### src/rtl/uart_pkg.sv
// uart_pkg -- definitions shared by the UART transmitter and the future receiver.
//   uart_state_e     : frame state machine encoding (IDLE, START, DATA, PARITY, STOP)
//   CLKS_PER_BIT_DEF : default bit period in clk cycles (50 MHz clock, 9600 baud)
package uart_pkg;

  typedef enum logic [2:0] {
    IDLE,
    START,
    DATA,
    PARITY,
    STOP
  } uart_state_e;

  localparam int CLKS_PER_BIT_DEF = 5208;

endpackage

### src/rtl/uart_baud_gen.sv
// uart_baud_gen -- bit-period counter for the UART.
// Counts clk cycles and emits a one-cycle tick on the last cycle of every bit
// period, then wraps. 'clear' restarts the period so that the first bit of an
// accepted frame lasts exactly CLKS_PER_BIT cycles.
// Ports:
//   clk   : clock, rising edge
//   rst   : synchronous active-high reset
//   clear : restart the bit period
//   tick  : high on the last cycle of each bit period
module uart_baud_gen #(
  parameter int CLKS_PER_BIT = 5208
) (
  input  logic clk,
  input  logic rst,
  input  logic clear,
  output logic tick
);

  localparam int CNT_W = (CLKS_PER_BIT > 1) ? $clog2(CLKS_PER_BIT) : 1;
  localparam logic [CNT_W-1:0] LAST = CNT_W'(CLKS_PER_BIT - 1);

  logic [CNT_W-1:0] cnt_q;

  assign tick = (cnt_q == LAST);

  // NOTE: sequential state is updated with non-blocking assignments so every
  // register samples the pre-edge values, independent of block ordering.
  always_ff @(posedge clk) begin
    if (rst || clear) begin
      cnt_q <= '0;
    end else if (tick) begin
      cnt_q <= '0;
    end else begin
      cnt_q <= cnt_q + 1'b1;
    end
  end

endmodule

### src/rtl/uart_tx_cfg.sv
// uart_tx_cfg -- configurable UART transmitter.
// Frame: start bit (0), DATA_W data bits LSB first, optional parity bit,
// STOP_BITS stop bits (1). Every bit lasts CLKS_PER_BIT clk cycles.
// Optional feature: define UART_TX_PARITY_EN to add the parity_odd port and
// the PARITY state (parity bit = XOR of data bits XOR parity_odd).
// Ports:
//   clk        : clock, rising edge
//   rst        : synchronous active-high reset, highest priority
//   tx_start   : frame request, sampled only while tx_ready=1
//   data_in    : payload, captured on acceptance
//   parity_odd : 1 = odd, 0 = even parity (UART_TX_PARITY_EN only)
//   txd        : registered serial line, idle high
//   tx_ready   : high in IDLE
//   tx_done    : one-cycle pulse on the last cycle of a frame
module uart_tx_cfg
  import uart_pkg::*;
#(
  parameter int DATA_W       = 8,
  parameter int CLKS_PER_BIT = CLKS_PER_BIT_DEF,
  parameter int STOP_BITS    = 1
) (
  input  logic              clk,
  input  logic              rst,
  input  logic              tx_start,
  input  logic [DATA_W-1:0] data_in,
`ifdef UART_TX_PARITY_EN
  input  logic              parity_odd,
`endif
  output logic              txd,
  output logic              tx_ready,
  output logic              tx_done
);

  localparam int BCNT_W = $clog2(DATA_W + 1);
  localparam logic [BCNT_W-1:0] LAST_DATA = BCNT_W'(DATA_W - 1);
  localparam logic [BCNT_W-1:0] LAST_STOP = BCNT_W'(STOP_BITS - 1);

  uart_state_e       state_q, state_d;
  logic [DATA_W-1:0] shift_q, shift_d;
  logic [BCNT_W-1:0] bit_cnt_q, bit_cnt_d;
  logic              txd_q, txd_d;
  logic              accept;
  logic              done;
  logic              tick;
`ifdef UART_TX_PARITY_EN
  logic              parity_q, parity_d;
`endif

  uart_baud_gen #(
    .CLKS_PER_BIT(CLKS_PER_BIT)
  ) u_baud (
    .clk  (clk),
    .rst  (rst),
    .clear(accept),
    .tick (tick)
  );

  // txd_d is the line value for the state being entered, so the registered
  // txd changes on the same edge as the state and never glitches.
  // NOTE: every signal written here gets a default first, so no path can
  // leave it unassigned and infer a latch.
  always_comb begin
    state_d   = state_q;
    shift_d   = shift_q;
    bit_cnt_d = bit_cnt_q;
    txd_d     = txd_q;
    accept    = 1'b0;
    done      = 1'b0;
`ifdef UART_TX_PARITY_EN
    parity_d  = parity_q;
`endif
    case (state_q)
      IDLE: begin
        txd_d = 1'b1;
        if (tx_start) begin
          accept    = 1'b1;
          state_d   = START;
          shift_d   = data_in;
          bit_cnt_d = '0;
          txd_d     = 1'b0;
`ifdef UART_TX_PARITY_EN
          parity_d  = (^data_in) ^ parity_odd;
`endif
        end
      end
      START: begin
        if (tick) begin
          state_d = DATA;
          txd_d   = shift_q[0];
        end
      end
      DATA: begin
        if (tick) begin
          if (bit_cnt_q == LAST_DATA) begin
            bit_cnt_d = '0;
`ifdef UART_TX_PARITY_EN
            state_d   = PARITY;
            txd_d     = parity_q;
`else
            state_d   = STOP;
            txd_d     = 1'b1;
`endif
          end else begin
            bit_cnt_d = bit_cnt_q + 1'b1;
            shift_d   = shift_q >> 1;
            txd_d     = shift_q[1];
          end
        end
      end
`ifdef UART_TX_PARITY_EN
      PARITY: begin
        if (tick) begin
          state_d = STOP;
          txd_d   = 1'b1;
        end
      end
`endif
      STOP: begin
        txd_d = 1'b1;
        if (tick) begin
          if (bit_cnt_q == LAST_STOP) begin
            done      = 1'b1;
            state_d   = IDLE;
            bit_cnt_d = '0;
          end else begin
            bit_cnt_d = bit_cnt_q + 1'b1;
          end
        end
      end
      default: begin
        state_d = IDLE;
        txd_d   = 1'b1;
      end
    endcase
  end

  always_ff @(posedge clk) begin
    if (rst) begin
      state_q   <= IDLE;
      shift_q   <= '0;
      bit_cnt_q <= '0;
      txd_q     <= 1'b1;
`ifdef UART_TX_PARITY_EN
      parity_q  <= 1'b0;
`endif
    end else begin
      state_q   <= state_d;
      shift_q   <= shift_d;
      bit_cnt_q <= bit_cnt_d;
      txd_q     <= txd_d;
`ifdef UART_TX_PARITY_EN
      parity_q  <= parity_d;
`endif
    end
  end

  assign txd      = txd_q;
  assign tx_ready = (state_q == IDLE);
  assign tx_done  = done;

endmodule

### config.mk
export PLATFORM = sky130hd
export DESIGN_NAME = uart_tx_cfg
export DESIGN_NICKNAME = d
export VERILOG_FILES = /design/src/rtl/uart_pkg.sv /design/src/rtl/uart_baud_gen.sv /design/src/rtl/uart_tx_cfg.sv
export SDC_FILE = /design/constraint.sdc
export NUM_CORES = 1
export LEC_CHECK = 0
export BUFFER_PORTS_ARGS = -buffer_cell sky130_fd_sc_hd__buf_2
export CAP_MARGIN = 15
export CORE_MARGIN = 4
export CORE_UTILIZATION = 28
export DETAILED_ROUTE_END_ITERATION = 8
export SYNTH_ARGS = -nofsm -noshare
export SYNTH_HDL_FRONTEND = slang
export SYNTH_SLANG_ARGS = --single-unit
export TNS_END_PERCENT = 10
### constraint.sdc
create_clock -name clk -period 2.4 [get_ports clk]
set_input_delay 0.24 -clock clk [delete_from_list [all_inputs] [get_ports clk]]
set_output_delay 0.24 -clock clk [all_outputs]
set_load 0.05 [all_outputs]
After elaboration in Yosys (flattened, before gate mapping)
Index checks and enable logic that the tools add are counted.

word-level totals
  word-level logic and storage cells = 56
  output and inout bits = 3
  input port bits = 11
  flip-flop bits (word level) = 29

operators by class
  reduce and logical (&&, ||, !) cells = 10
  mux-type cells = 27
  add/sub/neg operators = 2
  eq/ne operators = 12

operator list
  kind                   number
  $mux 8                 3
  $mux 4                 5
  $mux 3                 6
  $pmux 8 s2             1
  $ne 2x2->1 const B     7
  $add 13x1->13 const B  1
  $eq 13x13->1 const B   1
  $pmux 3 s4             1
  $pmux 4 s3             1
  $mux 1                 9
  $reduce_and 4->1       2
  $reduce_and 6->1       1
  $add 4x1->4 const B    1
  $eq 4x3->1 const B     1
  $logic_not 4->1        1
  $eq 3x1->1 const B     1
  $eq 3x2->1 const B     1
  $eq 3x3->1 const B     1
  $logic_not 3->1        1
  $pmux 1 s3             1
  $reduce_bool 3->1      1
  $reduce_and 2->1       1
  $reduce_bool 2->1      1
  $reduce_or 2->1        1
  $logic_or 1x1->1       1

Depth between registers and ports, before layout
Gate-level depths: netlist of run 1.

  depth after elaboration = 4
  mapped depth = 7
  depth with buffers taken out = 7

Modules after synthesis
Synthesis of run 1 repeated with hierarchy kept, for this count alone.

unflattened totals
  cells, all modules = 183
  area total of the unflattened synthesis = 1,692.9 sq um

modules (own cells, without submodules)
  module         times used  sequential area each (sq um)  cells an instance  area each (sq um)
  uart_tx_cfg    1           320.3                         111                970.9
  uart_baud_gen  1           260.2                         72                 721.9

Least setup slack after synthesis of run 1
OpenSTA, ideal clock, no wires.

  kind = register -> output
  start point = register u_baud.cnt_q[0]
  end point = output tx_done
  buffers on the path = 0
  arrival time = 1.650 ns
  data required time = 2.160 ns
  stages on the path, launching flop included = 5
  path slack = 0.510 ns
  path through = dfxtp_1 -> ha_1 -> and4bb_2 -> nand3_4 -> nor2_1

on the way
  cells in the longest elaborated chain, start to end = 3

ends and longest elaborated chain
  what                    line                 text
  start, declared         uart_baud_gen.sv:22  logic [CNT_W-1:0] cnt_q;
  start signal, assigned  uart_baud_gen.sv:34  cnt_q <= cnt_q + 1'b1;
  $eq 13x13->1            uart_baud_gen.sv:24  assign tick = (cnt_q == LAST);
  $mux 1                  uart_tx_cfg.sv:120   if (tick) begin
  $mux 1                  uart_tx_cfg.sv:72    case (state_q)
  end, declared           uart_tx_cfg.sv:31    output logic tx_done

No other way between the ends.

Worst setup path in the final report of run 1
Same ends and word-level chain as after synthesis.

==> results of run 1 <==
-- cell type report --
| cell class | instances | area, um^2 |
|---|---|---|
| fillers | 549 | 3450 |
| multi-input cells | 127 | 891 |
| flip-flops and latches | 29 | 581 |
| repair buffers | 16 | 87.6 |
| well taps | 70 | 87.6 |
| clock buffers | 7 | 86.3 |
| clock inverters | 1 | 30.0 |
| inverters | 6 | 22.5 |
-- synth_stat cells (4+ instances only) --
| master | n | area [um^2] |
|---|---|---|
| a21oi_1 | 7 | 35.0 |
| nand2_1 | 9 | 33.8 |
| a211oi_1 | 4 | 30.0 |
| mux2i_1 | 9 | 90.1 |
| xnor2_1 | 4 | 35.0 |
| dfxtp_1 | 29 | 581 |
| nor2_1 | 28 | 105 |
| inv_1 | 5 | 18.8 |
| nand3_1 | 10 | 50.1 |
| and3_1 | 6 | 37.5 |
| xor2_1 | 8 | 70.1 |
-- layer usage --
| layer | vias up | global-route usage [%] |
|---|---|---|
| met4 | 0 | 4.98 |
| met3 | 5 | 3.15 |
| met2 | 19 | 15.2 |
| met1 | 547 | 12.4 |
| met5 | - | 0 |
| li1 | 622 | - |
-- power breakdown --
group,internal [mW],total (mW),leakage [nW],switching (mW)
sequential,0.512,0.537,0.236,0.0253
combinational,0.0861,0.210,0.349,0.124
clock,0.338,0.521,0.0585,0.183
total,0.936,1.27,0.644,0.333
-- registers in the layout (all words and copies together) (netlist names) --
name / flops
u_baud.cnt_q: 13
shift_q: 8
bit_cnt_q: 4
state_q: 3
txd: 1
-- critical path: stages (launching register included) --
cell,delay (ps)
dfxtp_1,380
ha_1,240
and4bb_2,320
nand3_4,130
nor2_1,180
buf_2,290
-- cells by family (layout without fill, tap and decap cells) --
logic type               after synthesis  after routing  share of synthesized area, %
AND/OR/NAND/NOR                       77             77                          28.3
XOR/XNOR                              12             12                          6.77
buffers and inverters                 14             30                          5.24
adder cells (fa/ha/maj)                3              3                          2.42
flip-flops                            29             29                          37.4
multiplexers                           9              9                          5.80
AO/OA/AOI/OAI                         26             26                          14.1
-- per-stage QoR --
step,utilization (%),cells
floorplan,-,170
global placement,31.9,248
detailed placement,31.9,248
CTS,34.1,256
global route,34.1,256
finish,34.1,256
-- worst min-delay path by stage --
stage / startpoint / endpoint / slack [ps] / cells after the start
global route: data_in[7] / shift_q[7] / 200 / 3
detailed placement: u_baud.cnt_q[0] / u_baud.cnt_q[0] / 470 / 1
global placement: u_baud.cnt_q[0] / u_baud.cnt_q[0] / 460 / 1
CTS: data_in[7] / shift_q[7] / 190 / 3
finish: data_in[7] / shift_q[7] / 200 / 3
floorplan: data_in[7] / shift_q[7] / 380 / 2
==> results.cfg, run 1 <==
[setup_path]
ff2ff_path_depth = 7
rrSetupSlack_ps = 520
r2r-start = bit_cnt_q[0]
critPathCapture = tx_done
cp.required_ps = 2160
arrival_ps = 1820
r2r-end = state_q[2]
path_class = flop to primary output
start_kind = flop
cp_max_fo = 6
cp-end-kind = primary output
startpoint = u_baud.cnt_q[0]

[pwr]
p_total_mw = 1.27
vdd_ir_drop_max_uv = 287
power.leakage_nw = 0.644
power_density_nw_per_um2 = 711

[drt]
drtAntennaViolNets = 0
via_per_inst = 4.66
drc = 0
vias = 1193
routed.top_layer = met4
wl_um = 3000
drt_iter0_markers = 54
dr_wl_met3_um = 142
first_pass_iters = 4
m1WireLength_um = 1490
met2WireLength_um = 1310
post_drt_wl_per_cell_um = 11.7

[synthesis]
synth_area_um2 = 1550
synth-seq-cells = 29
async_reset_ff_share_pct = 0
synth_edf_count = 0
ys_types = 46
ys_seq_area_share_pct = 37.4
avgSynthCellArea_um2 = 9.13
ys.flop_type = dfxtp_1
yosys_warnings = 0
syn_inst = 170
synth_fp_nets = 184

[floorplanning]
dieArea_um2 = 6800
core-area_um2 = 5240
chipWidth_um = 82.5
initial_core_util_pct = 29.6
io_pins = 14
rows = 26
fp.dieH_um = 82.5

[clock_network]
cts_tree = done
cts.sinks = 29
worstSkewPairLatency_ps = 280
clockBufferDepth = 2
cts_resized = 0
postCtsHoldBufs = 0
cts_max_level = 2
post_cts_buffers = 0
clk_pin_slew_ps = 70
cts_root_buf = clkbuf_8
cts_buffers = 5

[cells_and_area]
layout_common_cells = dfxtp_1 (29), nor2_1 (28), buf_2 (13)
layout_commonest_cell = dfxtp_1
diodes = 0
nets = 199
finish.instance_area_um2 = 1790
drive_gt1_share_pct = 21.0
area_growth_pct = 15.0

[place]
placed_area_um2 = 1670
port-buffer-count = 13
gp_congestion = 0.778
dp_slack_ps = 543
hpwl_um = 2170

[grt]
antenna_found_initial = 0
grt_pass1_wl_um = 5040
grt_pass1_vias = 1077
grt_overflow_total = 0
grt_start_max_net_pins = 19
grt_usage_pct = 9.91

[outcome]
status = finished clean

[timing]
hold_viol_final = 0
grt_setup_unrepaired = no
finalSetupViolCount = 0
period_minus_slack_ps = 2060
tns_ps = 0
setup_ws_ps = 338
relSlewSlack_pct = 63.1
worst_pin_slew_ps = 553
finClkSkew_ps = 6.90
period_share_pct = 85.9
slew_viol_final = 0
whs_ps = 198
fmax_mhz = 485

[worst_hold_path]
hold_path.class = primary input to flop

[run]
maxCapViolCount = 0
No activity file was read; power rests on OpenSTA's default activity.
==> inputs of run 2 (changes only) <==
- BUFFER_PORTS_ARGS: -buffer_cell sky130_fd_sc_hd__buf_2 -> -buffer_cell sky130_fd_sc_hd__buf_4
==> run 2 against run 1 <==
Compared with the run above: final area grew 0.98%; die area unchanged; worst setup slack better by 79 ps; via count decreased by 1.6%; routed wire length down 3.9%; non-clock buffer count is 2 lower; largest cell class unchanged.
==> results.cfg, run 2 (same netlist as run 1, synthesis figures left out) <==
[outcome]
status = finished clean

[floorplanning]
rows = 26
io_pins = 14
core-area_um2 = 5240
fp.dieH_um = 82.5
initial_core_util_pct = 29.6
chipWidth_um = 82.5
dieArea_um2 = 6800

[cells_and_area]
nets = 197
drive_gt1_share_pct = 20.1
largest_reg_flops = 13
finish.instance_area_um2 = 1800
layout_commonest_cell = dfxtp_1
regMostFlops = u_baud.cnt_q
top_regs = u_baud.cnt_q (13), shift_q (8), bit_cnt_q (4)
diodes = 0
area_growth_pct = 16.1
layout_common_cells = dfxtp_1 (29), nor2_1 (28), buf_4 (14)
fin_util_pct = 34.4

[clock_network]
cts_max_level = 2
clockBufferDepth = 2
postCtsHoldBufs = 0
cts.sinks = 29
cts_tree = done
post_cts_buffers = 0
cts_root_buf = clkbuf_8
worstSkewPairLatency_ps = 280
cts_resized = 0
clk_pin_slew_ps = 60
cts_buffers = 5

[pwr]
p_total_mw = 1.28
power_density_nw_per_um2 = 708
power.leakage_nw = 0.645
vdd_ir_drop_max_uv = 313

[setup_path]
cp_max_fo = 6
ff2ff_path_depth = 5
r2r-start = state_q[1]
r2r-end = shift_q[3]
cp.required_ps = 2160
critPathCapture = tx_done
start_kind = flop
startpoint = u_baud.cnt_q[0]
rrSetupSlack_ps = 530
worstPathCellList = ha_1 -> and4bb_2 -> nand3_4 -> nor2_1 -> buf_4
cp-end-kind = primary output
path_class = flop to primary output
critical-path-slowest-cell = dfxtp_1
arrival_ps = 1740
cpPeakStageDelay_ps = 400

[timing]
slew_viol_final = 0
hold_viol_final = 0
whs_ps = 217
worst_pin_slew_ps = 531
tns_ps = 0
fmax_mhz = 504
finClkSkew_ps = 4.17
finalSetupViolCount = 0
period_share_pct = 82.6
period_minus_slack_ps = 1980
relSlewSlack_pct = 64.6
grt_setup_unrepaired = no

[place]
port-buffer-count = 13
hpwl_um = 2080
gp_congestion = 0.738
placed_area_um2 = 1690

[drt]
wl_um = 2880
drt_iter0_markers = 33
drc = 0
first_pass_iters = 4
vias = 1174
via_per_inst = 4.62
drtAntennaViolNets = 0
post_drt_wl_per_cell_um = 11.3

[grt]
grt_usage_pct = 9.79
grt_start_max_net_pins = 19
antenna_found_initial = 0
grt_overflow_total = 0
grt_pass1_vias = 1125
grt_pass1_wl_um = 5000

[worst_hold_path]
hold_path.class = primary input to flop

[run]
maxCapViolCount = 0
-- run 2: changes by cell type in the layout (fill, tap and decap cells not counted), sizes merged --
| cell | before | now |
|---|---|---|
| buf | 16 | 14 |
-- run 2: how the worst min path moves through the flow --
stage / start / endpoint / slack, ps / cells after the start
after global routing: data_in[7] / shift_q[7] / 220 / 3
final: data_in[7] / shift_q[7] / 220 / 3
after CTS: data_in[7] / shift_q[7] / 210 / 3
after global placement: u_baud.cnt_q[0] / u_baud.cnt_q[0] / 460 / 1
after detailed placement: u_baud.cnt_q[0] / u_baud.cnt_q[0] / 470 / 1
after floorplan: data_in[7] / shift_q[7] / 380 / 2
-- run 2: worst max-delay path: cells and delay by family (launching register included) --
family | cells | cell delay, ps
adders and majority gates | 1 | 250
buffers and inverters | 1 | 220
DFF | 1 | 400
and+or+nand+nor | 3 | 600
-- run 2: layout make-up --
type / count / area (um^2)
inverter: 6 / 22.5
fill: 552 / 3430
tap: 70 / 87.6
clock buffer: 7 / 86.3
sequential: 29 / 581
timing repair buffer: 14 / 105
clock inverter: 1 / 30.0
multi-input combinational: 127 / 891
-- run 2: stage by stage --
| step | setup WS, ps | std cells |
|---|---|---|
| floorplan | 510 | 170 |
| global placement | 567 | 246 |
| detailed placement | 526 | 246 |
| CTS | 398 | 254 |
| global route | 300 | 254 |
| finish | 417 | 254 |
-- run 2: routing by layer --
metal  routed length (um)  share of wire (%)  vias to the layer above  track usage [%]
met5                    0                  0                        -                0
met4                   76                2.6                        0             5.48
met3                  108                3.8                        6             2.82
met2                 1230                 43                       18             14.7
met1                 1460                 51                      528             12.4
li1                     -                  -                      622                -
-- run 2: power breakdown --
group	leakage (nW)	switching, mW	internal [mW]
sequential	0.236	0.0300	0.512
combinational	0.350	0.119	0.0911
clock	0.0585	0.187	0.338
total	0.645	0.336	0.941
